<file path="src/rtl/la_gpio_pkg.sv">
// Shared definitions for the UMI GPIO host: UMI opcodes, remote register
// offsets, FSM/transaction typedefs and the response-timeout width.
package la_gpio_pkg;

    localparam logic [4:0] UMI_REQ_RD  = 5'h01;
    localparam logic [4:0] UMI_REQ_WR  = 5'h03;
    localparam logic [4:0] UMI_RESP_RD = 5'h02;
    localparam logic [4:0] UMI_RESP_WR = 5'h04;

    localparam logic [7:0] REG_IN  = 8'h00;
    localparam logic [7:0] REG_OUT = 8'h08;
    localparam logic [7:0] REG_OE  = 8'h10;

    localparam int TO_W = 16;

    typedef enum logic [1:0] {
        ST_IDLE,
        ST_REQ,
        ST_WAIT
    } state_t;

    typedef enum logic [1:0] {
        TXN_OUT,
        TXN_OE,
        TXN_RD
    } txn_t;

    // UMI size field encodes log2 of the bytes moved per beat
    function automatic logic [2:0] umi_size(input int rw);
        return 3'($clog2(rw / 8));
    endfunction

endpackage

</file>
<file path="src/rtl/la_gpio_host_req.sv">
// Request register slice: captures a request on load and holds valid plus
// all fields stable until the fabric accepts it with ready.
module la_gpio_host_req
    import la_gpio_pkg::*;
#(
    parameter int AW = 64,
    parameter int DW = 128,
    parameter int CW = 32
) (
    input  logic          clk,
    input  logic          nreset,
    input  logic          load,
    input  logic [CW-1:0] load_cmd,
    input  logic [AW-1:0] load_dstaddr,
    input  logic [AW-1:0] load_srcaddr,
    input  logic [DW-1:0] load_data,
    input  logic          ready,
    output logic          valid,
    output logic [CW-1:0] cmd,
    output logic [AW-1:0] dstaddr,
    output logic [AW-1:0] srcaddr,
    output logic [DW-1:0] data
);

    logic          valid_reg;
    logic [CW-1:0] cmd_reg;
    logic [AW-1:0] dstaddr_reg;
    logic [AW-1:0] srcaddr_reg;
    logic [DW-1:0] data_reg;

    always_ff @(posedge clk or negedge nreset) begin
        if (!nreset) begin
            valid_reg   <= 1'b0;
            cmd_reg     <= '0;
            dstaddr_reg <= '0;
            srcaddr_reg <= '0;
            data_reg    <= '0;
        end else if (load) begin
            valid_reg   <= 1'b1;
            cmd_reg     <= load_cmd;
            dstaddr_reg <= load_dstaddr;
            srcaddr_reg <= load_srcaddr;
            data_reg    <= load_data;
        end else if (valid_reg && ready) begin
            valid_reg <= 1'b0;
        end
    end

    assign valid   = valid_reg;
    assign cmd     = cmd_reg;
    assign dstaddr = dstaddr_reg;
    assign srcaddr = srcaddr_reg;
    assign data    = data_reg;

endmodule

</file>
<file path="src/rtl/la_gpio_host.sv">
// UMI initiator mirroring a remote la_gpio block: pushes OUT/OE writes and
// polls IN. Optional response timeout: define LA_GPIO_HOST_TIMEOUT_EN.
module la_gpio_host
    import la_gpio_pkg::*;
#(
    parameter      TARGET = "DEFAULT",
    parameter int  RW     = 32,
    parameter int  DW     = 128,
    parameter int  AW     = 64,
    parameter int  CW     = 32,
    parameter int  N      = 8,
    parameter int  POLL   = 256
) (
    input  logic          clk,
    input  logic          nreset,
    input  logic          enable,
    input  logic [AW-1:0] devaddr,
    input  logic [AW-1:0] hostaddr,
    input  logic [N-1:0]  gpio_out,
    input  logic [N-1:0]  gpio_oe,
    output logic [N-1:0]  gpio_in,
    output logic          gpio_irq,
    output logic          err,
    output logic          uhost_req_valid,
    output logic [CW-1:0] uhost_req_cmd,
    output logic [AW-1:0] uhost_req_dstaddr,
    output logic [AW-1:0] uhost_req_srcaddr,
    output logic [DW-1:0] uhost_req_data,
    input  logic          uhost_req_ready,
    input  logic          uhost_resp_valid,
    input  logic [CW-1:0] uhost_resp_cmd,
    input  logic [AW-1:0] uhost_resp_dstaddr,
    input  logic [AW-1:0] uhost_resp_srcaddr,
    input  logic [DW-1:0] uhost_resp_data,
    output logic          uhost_resp_ready
);

    localparam int            PW          = (POLL > 1) ? $clog2(POLL) : 1;
    localparam logic [PW-1:0] POLL_RELOAD = PW'(POLL - 1);
    localparam logic [2:0]    SIZE        = umi_size(RW);

    state_t        state_reg, state_next;
    txn_t          txn_reg;
    logic [N-1:0]  sent_reg;
    logic [N-1:0]  sh_out_reg, sh_oe_reg;
    logic [N-1:0]  gpio_in_reg;
    logic          irq_reg;
    logic          err_reg;
    logic [PW-1:0] poll_cnt_reg;

    logic          sel_load;
    txn_t          sel_txn;
    logic [N-1:0]  sel_val;
    logic [4:0]    sel_op;
    logic [7:0]    sel_off;
    logic [CW-1:0] sel_cmd;
    logic [DW-1:0] sel_data;
    logic          resp_ready;
    logic          resp_fire;
    logic          resp_match;
    logic          timeout_hit;
    logic          timeout_fire;
    logic          stale_pending;
    logic          stale_fire;

    always_ff @(posedge clk or negedge nreset) begin
        if (!nreset) begin
            state_reg <= ST_IDLE;
        end else begin
            state_reg <= state_next;
        end
    end

    always_comb begin
        state_next   = state_reg;
        sel_load     = 1'b0;
        sel_txn      = TXN_RD;
        sel_val      = '0;
        resp_ready   = 1'b0;
        resp_fire    = 1'b0;
        timeout_fire = 1'b0;
        stale_fire   = 1'b0;
        case (state_reg)
            ST_IDLE: begin
                if (enable) begin
                    if (gpio_out != sh_out_reg) begin
                        sel_load = 1'b1;
                        sel_txn  = TXN_OUT;
                        sel_val  = gpio_out;
                    end else if (gpio_oe != sh_oe_reg) begin
                        sel_load = 1'b1;
                        sel_txn  = TXN_OE;
                        sel_val  = gpio_oe;
                    end else if (poll_cnt_reg == '0) begin
                        sel_load = 1'b1;
                        sel_txn  = TXN_RD;
                    end
                end
                if (sel_load) begin
                    state_next = ST_REQ;
                end
            end
            ST_REQ: begin
                if (uhost_req_valid && uhost_req_ready) begin
                    state_next = ST_WAIT;
                end
            end
            ST_WAIT: begin
                resp_ready = 1'b1;
                // A response left over from a timed-out request is swallowed
                if (uhost_resp_valid && stale_pending) begin
                    stale_fire = 1'b1;
                end else if (uhost_resp_valid) begin
                    resp_fire  = 1'b1;
                    state_next = ST_IDLE;
                end else if (timeout_hit) begin
                    timeout_fire = 1'b1;
                    state_next   = ST_IDLE;
                end
            end
            default: state_next = ST_IDLE;
        endcase
    end

    always_comb begin
        sel_op  = UMI_REQ_RD;
        sel_off = REG_IN;
        case (sel_txn)
            TXN_OUT: begin
                sel_op  = UMI_REQ_WR;
                sel_off = REG_OUT;
            end
            TXN_OE: begin
                sel_op  = UMI_REQ_WR;
                sel_off = REG_OE;
            end
            default: begin
                sel_op  = UMI_REQ_RD;
                sel_off = REG_IN;
            end
        endcase
        sel_cmd      = '0;
        sel_cmd[4:0] = sel_op;
        sel_cmd[7:5] = SIZE;
    end

    genvar gi;
    generate
        for (gi = 0; gi < DW; gi++) begin : g_data
            if (gi < N) begin : g_val
                assign sel_data[gi] = sel_val[gi];
            end else begin : g_zero
                assign sel_data[gi] = 1'b0;
            end
        end
    endgenerate

    assign resp_match = (uhost_resp_cmd[4:0] ==
                         ((txn_reg == TXN_RD) ? UMI_RESP_RD : UMI_RESP_WR));

    always_ff @(posedge clk or negedge nreset) begin
        if (!nreset) begin
            txn_reg      <= TXN_RD;
            sent_reg     <= '0;
            sh_out_reg   <= '0;
            sh_oe_reg    <= '0;
            gpio_in_reg  <= '0;
            irq_reg      <= 1'b0;
            err_reg      <= 1'b0;
            poll_cnt_reg <= POLL_RELOAD;
        end else begin
            irq_reg <= 1'b0;
            if (sel_load) begin
                txn_reg  <= sel_txn;
                sent_reg <= sel_val;
            end
            if (sel_load && (sel_txn == TXN_RD)) begin
                poll_cnt_reg <= POLL_RELOAD;
            end else if (enable && (poll_cnt_reg != '0)) begin
                poll_cnt_reg <= poll_cnt_reg - 1'b1;
            end
            if (resp_fire) begin
                if (resp_match) begin
                    case (txn_reg)
                        TXN_OUT: sh_out_reg <= sent_reg;
                        TXN_OE:  sh_oe_reg  <= sent_reg;
                        default: begin
                            gpio_in_reg <= uhost_resp_data[N-1:0];
                            irq_reg     <= (uhost_resp_data[N-1:0] != gpio_in_reg);
                        end
                    endcase
                end else begin
                    err_reg <= 1'b1;
                end
            end
            if (timeout_fire || stale_fire) begin
                err_reg <= 1'b1;
            end
        end
    end

`ifdef LA_GPIO_HOST_TIMEOUT_EN
    logic [TO_W-1:0] to_cnt_reg;
    logic            stale_reg;

    always_ff @(posedge clk or negedge nreset) begin
        if (!nreset) begin
            to_cnt_reg <= '0;
            stale_reg  <= 1'b0;
        end else begin
            to_cnt_reg <= (state_reg == ST_WAIT) ? to_cnt_reg + 1'b1 : '0;
            if (timeout_fire) begin
                stale_reg <= 1'b1;
            end else if (stale_fire) begin
                stale_reg <= 1'b0;
            end
        end
    end

    // Fires on the 65535th consecutive cycle spent waiting
    assign timeout_hit   = (to_cnt_reg == {{(TO_W-1){1'b1}}, 1'b0});
    assign stale_pending = stale_reg;
`else
    assign timeout_hit   = 1'b0;
    assign stale_pending = 1'b0;
`endif

    la_gpio_host_req #(
        .AW (AW),
        .DW (DW),
        .CW (CW)
    ) u_req (
        .clk          (clk),
        .nreset       (nreset),
        .load         (sel_load),
        .load_cmd     (sel_cmd),
        .load_dstaddr (devaddr + AW'(sel_off)),
        .load_srcaddr (hostaddr),
        .load_data    (sel_data),
        .ready        (uhost_req_ready),
        .valid        (uhost_req_valid),
        .cmd          (uhost_req_cmd),
        .dstaddr      (uhost_req_dstaddr),
        .srcaddr      (uhost_req_srcaddr),
        .data         (uhost_req_data)
    );

    logic unused_ok;
    assign unused_ok = ^{(TARGET == "DEFAULT"), uhost_resp_dstaddr, uhost_resp_srcaddr,
                         uhost_resp_data, uhost_resp_cmd};

    assign gpio_in          = gpio_in_reg;
    assign gpio_irq         = irq_reg;
    assign err              = err_reg;
    assign uhost_resp_ready = resp_ready;

endmodule

</file>
<file path="config.mk">
export PLATFORM = sky130hd
export DESIGN_NAME = la_gpio_host
export DESIGN_NICKNAME = d
export VERILOG_FILES = /design/src/rtl/la_gpio_pkg.sv /design/src/rtl/la_gpio_host_req.sv /design/src/rtl/la_gpio_host.sv
export SDC_FILE = /design/constraint.sdc
export NUM_CORES = 1
export LEC_CHECK = 0
export CORE_AREA = 3 3 289 291
export CTS_CLUSTER_DIAMETER = 30
export DETAILED_ROUTE_END_ITERATION = 10
export DIE_AREA = 0 0 292 294
export PLACE_DENSITY_LB_ADDON = 0.05
export REMOVE_ABC_BUFFERS = 1
export SLEW_MARGIN = 20
export SYNTH_ARGS = -nofsm -noshare
export SYNTH_HDL_FRONTEND = slang
export SYNTH_HIERARCHICAL = 1
export SYNTH_SLANG_ARGS = --single-unit
</file>
<file path="constraint.sdc">
create_clock -name clk -period 7 [get_ports clk]
set_input_delay 1.4 -clock clk [delete_from_list [all_inputs] [get_ports clk]]
set_output_delay 1.4 -clock clk [all_outputs]
set_load 0.05 [all_outputs]
</file>
# Yosys cells after proc, flatten, opt, wreduce, memory -nomap -nowiden
# Cells that the tools add are included.
[word_totals] regBits=181 out_inout_bits=300
[classes] n_addsub=2 eq_ne=13 mux=31 bitwise=2 reduce_logical=17
[op_table] cell="$add 64x8->64" n=1
[op_table] cell="$mux 8" n=6
[op_table] cell="$ne 8x8->1" n=3
[op_table] cell="$mux 2" n=8
[op_table] cell="$mux 1" n=14
[op_table] cell="$reduce_and 3->1" n=4
[op_table] cell="$pmux 5 s2" n=1
[op_table] cell="$logic_not 8->1" n=1
[op_table] cell="$reduce_bool 8->1" n=1
[op_table] cell="$sub 8x1->8 const B" n=1
[op_table] cell="$eq 2x1->1 const B" n=3
[op_table] cell="$eq 2x2->1 const B" n=3
[op_table] cell="$logic_not 2->1" n=3
[op_table] cell="$pmux 2 s3" n=1
[op_table] cell="$eq 5x3->1" n=1
[op_table] cell="$ne 2x2->1 const B" n=2
[op_table] cell="$reduce_bool 2->1" n=2
[op_table] cell="$reduce_or 2->1" n=2
[op_table] cell="$logic_and 1x1->1" n=3
[op_table] cell="$mux 3" n=1
[op_table] cell="$ne 2x1->1 const B" n=1
[op_table] cell="$not 1->1" n=2
[op_table] cell="$reduce_and 2->1" n=1

# Depth between registers and ports, before layout
[logic_depth] word_depth=9 depth_mapped=13 ltp_nobuf=12

# Cells and area by module
# The synthesis kept the hierarchy.
[by_module_without_submodules] mod="la_gpio_host_req" instances=1 cells_per_inst=611 area_per_inst_um2=11553.6 seq_area_each_um2=7231.9
[by_module_without_submodules] mod="la_gpio_host" instances=1 cells_per_inst=380 area_per_inst_um2=3494.6 seq_area_each_um2=1162.4

# Worst setup path before layout
# No wires, ideal clock.
[synth_timing] kind="input port to flip-flop" startpoint="in gpio_out[3]" endpoint="reg u_req.dstaddr_reg[63] (netlist: u_req/dstaddr[63])" setup_time_ns=0.125 arrival_time_ns=4.370 t_required_ns=6.875 slack_ns=2.505 path_stages=12 path_cell_list="xnor2_1 > nand4_1 > a2111oi_0 > clkbuf_1 > inv_1 > fa_1 > nand4b_1 > nor2_1 > nand4_2 > nor4_1 > xor2_1 > mux2_2"
[synth_between] elab_chain_cells=7 elab_cells_between_ends=12 classes_between="add/sub: 1; eq/ne: 2; mux: 8; reduce/logical: 1"
[synth_rtl] element="start, declared" line="la_gpio_host.sv:19" text="input logic [N-1:0] gpio_out,"
[synth_rtl] element="$ne 8x8->1 *" line="la_gpio_host.sv:86" text="if (gpio_out != sh_out_reg) begin"
[synth_rtl] element="$mux 2" line="la_gpio_host.sv:86"
[synth_rtl] element="$mux 2" line="la_gpio_host.sv:85" text="if (enable) begin"
[synth_rtl] element="$mux 2" line="la_gpio_host.sv:83" text="case (state_reg)"
[synth_rtl] element="$eq 2x1->1 or $logic_not 2->1 (tied branches)" line="la_gpio_host.sv:128" text="case (sel_txn)"
[synth_rtl] element="$pmux 5 s2" line="la_gpio_host.sv:128"
[synth_rtl] element="$add 64x8->64" line="la_gpio_host.sv:237" text=".load_dstaddr (devaddr + AW'(sel_off)),"
[synth_rtl] element="end signal, assigned" line="la_gpio_host_req.sv:41" text="dstaddr_reg <= load_dstaddr;"
[synth_rtl] element="end, declared" line="la_gpio_host_req.sv:27" text="logic [AW-1:0] dstaddr_reg;"
# Every way passes the cells marked *; elsewhere a longest branch is shown, timed or not. The select of a mux whose other input is x is not followed.
# A chain may end at the register's enable or synchronous reset.

# Final worst setup path
[layout_timing] startpoint="in gpio_out[5]" endpoint="reg u_req.dstaddr_reg[63] (netlist: u_req/dstaddr[63])"
# Same word-level chain as after synthesis.

==> results.yml <==
status:
  run_status: "complete, no violations"
yosys:
  yosysUniqueCellTypes: 47
  synth-seq-cells: 335
  ys.flop_type: "dfrtp_1"
  yosys_warnings: 6
  synthCells: 991
  async_flop_share_pct: 100
  synth_seq_area_share_pct: 55.8
  synth_area_sq_um: 15000
  synth-edff-count: 0
  syn_area_per_cell_sq_um: 15.2
drt:
  firstDrtPassIters: 4
  vias: 10271
  drt_iter0_drc: 263
  drt_wl_total_um: 50200
  routed_via_density: 3.61
  drc: 0
  wire_per_inst_um: 17.6
  ant_nets: 0
critical_path:
  timing.reg2reg.setup_slack_ps: 2840
  reg2reg_depth: 11
  path_cells: "clkdlybuf4s50_1 > xnor2_1 > nand4_1 > a2111oi_2 > inv_1 > fa_1 > nand4b_1 > nor2_1 > nand4_2 > nor4_1 > xor2_1 > mux2_2"
  max_stage_delay_ps: 650
  slowest_stage: "a2111oi_2"
  critical_path_required_ps: 7530
  cp.arrival_ps: 5520
  start_kind: "input pin"
  critical_path_class: "in -> reg"
  crit_fanout: 8
  path_buf_inv: 2
  path_delay_family: "simple AND/OR/NAND/NOR gates"
  cp-end-kind: "flop"
  critical_path_depth: 12
run:
  cap_violations: 0
sta:
  finalSetupTns_ps: 0
  max_freq_mhz: 200
  fin_crit_sh_pct: 71.4
  timing.hold.ws_ps: 482
  setup_viol: 0
  hold_viol: 0
  timing.slew.headroom_pct: 29.5
  finClkSkew_ps: 21.5
  worst_pin_slew_ps: 1060
  rsz0062_at_grt: "false"
  period_needed_ps: 5000
  drv_slew: 0
hold_path:
  hold_path.class: "reg -> reg"
  holdPathStages: 1
clock_tree:
  root_buffer: "clkbuf_16"
  ctsHoldBuffers: 0
  worst_skew_pair.late_latency_ps: 650
  cts_setup_buffers: 0
  cts_buffers: 120
  tritoncts: "built"
  cts.sinks: 335
  cts_buffer_depth: 3
  cts_max_level: 3
  cts_resized: 0
  clk_pin_slew_worst_paths_ps: 40
pwr:
  p_per_area_nw_per_um2: 615
  power_mw: 15.4
  ir_drop_mv: 0.258
  p_leak_nw: 11.0
placed_design:
  gp_congestion: 0.719
  io_buffers: 461
  dp_hpwl_um: 34100
  placedCellCount: 2629
global_route:
  grt_pass1_wl_um: 75100
  grt.total_usage_pct: 11.6
  antenna_found_initial: 4
  grt_start_max_net_pins: 143
  gr-total-overflow: 0
  grt_pass1_vias: 11330
floorplanning:
  initial_core_util_pct: 18.6
  core_area_sq_um: 80800
  io_pins: 737
  die_h_um: 294
  dieArea_sq_um: 85800
  die_x_um: 292
  row_count: 104
final_layout:
  area_delta_synth_final_pct: 66.8
  fin_cells: 2849
  drive_gt1_share_pct: 29.0
  largest_reg_flops: 128
  final_nets: 2134
-- worst register-to-register path: stages (launching register included) --
cell       delay (ps)
dfrtp_1           370
xnor2_1           310
nand4_1           210
a2111oi_2         570
inv_1             150
fa_1              510
nand4b_1          240
nor2_1            490
nand4_2           380
nor4_1            430
xor2_1            110
mux2_2            270
-- cell type report --
class,count,area [sq um]
Fill cell,8162,55700
Sequential cell,335,8390
Multi-Input combinational cell,751,6810
Timing Repair Buffer,469,4740
Clock buffer,193,3610
Tap cell,1060,1330
Clock inverter,22,155
Inverter,15,63.8
Antenna cell,4,10.0
-- through the flow --
stage,setup WS [ps],util [%],cell area [sq um]
6_report,2000,31.1,25100
5_1_grt,1530,31.1,25100
4_1_cts,1740,31.0,25100
3_5_place_dp,1030,26.4,21300
2_1_floorplan,-4030,-,15300
3_3_place_gp,978,26.4,21300
-- cells in the mapped netlist (2+ instances only) --
master,number,area [sq um]
mux2_2,112,1260
nor2b_1,5,31.3
nand3_2,2,20.0
conb_1,2,7.51
clkbuf_1,2,7.51
a22o_1,8,70.1
buf_6,26,293
nand2_1,41,154
dfrtp_1,326,8160
buf_2,11,55.1
mux2_4,200,3000
nand2b_1,3,18.8
o21bai_1,2,15.0
nor2_1,21,78.8
o21ai_0,2,10.0
dfstp_2,9,236
nand4_1,15,93.8
or4_4,2,22.5
xor2_1,47,412
a21o_1,10,75.1
nor4_1,9,56.3
xnor2_1,41,359
nor3_1,18,90.1
inv_1,15,56.3
a21oi_1,3,15.0
or3_1,3,18.8
and4_1,4,35.0
and3_1,12,75.1
nand3_1,19,95.1
ha_1,4,50.1
-- layer usage --
layer	share of wire (%)	wire length [um]	global-route usage, %
met3	8.6	4340	5.45
met2	48	24100	18.8
met1	41	20400	13.3
met4	2.7	1370	4.25
met5	0.026	13	0
-- kinds of logic (layout without fill, tap and decap cells) --
group,after synthesis,after routing,share of synthesized area (%)
other,2,155,0.0499
and+or+nand+nor,164,164,5.87
muxes,312,312,28.3
xor gates and xnor gates,88,88,5.12
DFF,335,335,55.8
adders and majority gates,5,5,0.466
buffers and inverters,54,699,2.74
AOI/OAI and AO/OA,31,31,1.64
-- placed cells by master (no fill, tap or decap), types with 2 or more instances in the layout --
cell type	count
a21o_1	10
a21oi_1	3
a22o_1	8
and3_1	12
and4_1	4
buf_12	3
buf_4	4
clkbuf_1	40
clkbuf_16	120
clkbuf_8	33
clkdlybuf4s50_1	460
clkinv_2	15
conb_1	151
dfrtp_1	326
dfstp_2	9
diode_2	4
ha_1	4
inv_1	14
inv_6	5
mux2_2	112
mux2_4	200
nand2_1	41
nand2b_1	3
nand3_1	19
nand3_2	2
nand4_1	15
nor2_1	21
nor2b_1	5
nor3_1	18
nor4_1	9
o21ai_0	2
o21bai_1	2
or3_1	3
or4_4	2
xnor2_1	41
xor2_1	47
-- worst paths after layout --
path | start | endpoint
setup / recovery | gpio_out[5] | u_req/dstaddr[63]
hold reg to reg | err | err
setup reg to reg | sh_out_reg[7] | u_req/dstaddr[63]
hold / removal | err | err
min in group asynchronous | nreset | u_req/data[119]
max in group asynchronous | nreset | u_req/srcaddr[21]
-- power by group --
group | switching, mW | leakage (nW) | internal, mW
Clock | 1.41 | 1.86 | 3.43
Combinational | 4.39 | 5.17 | 2.82
Sequential | 0.507 | 4.00 | 2.88
No activity file was read; power rests on OpenSTA's default activity.
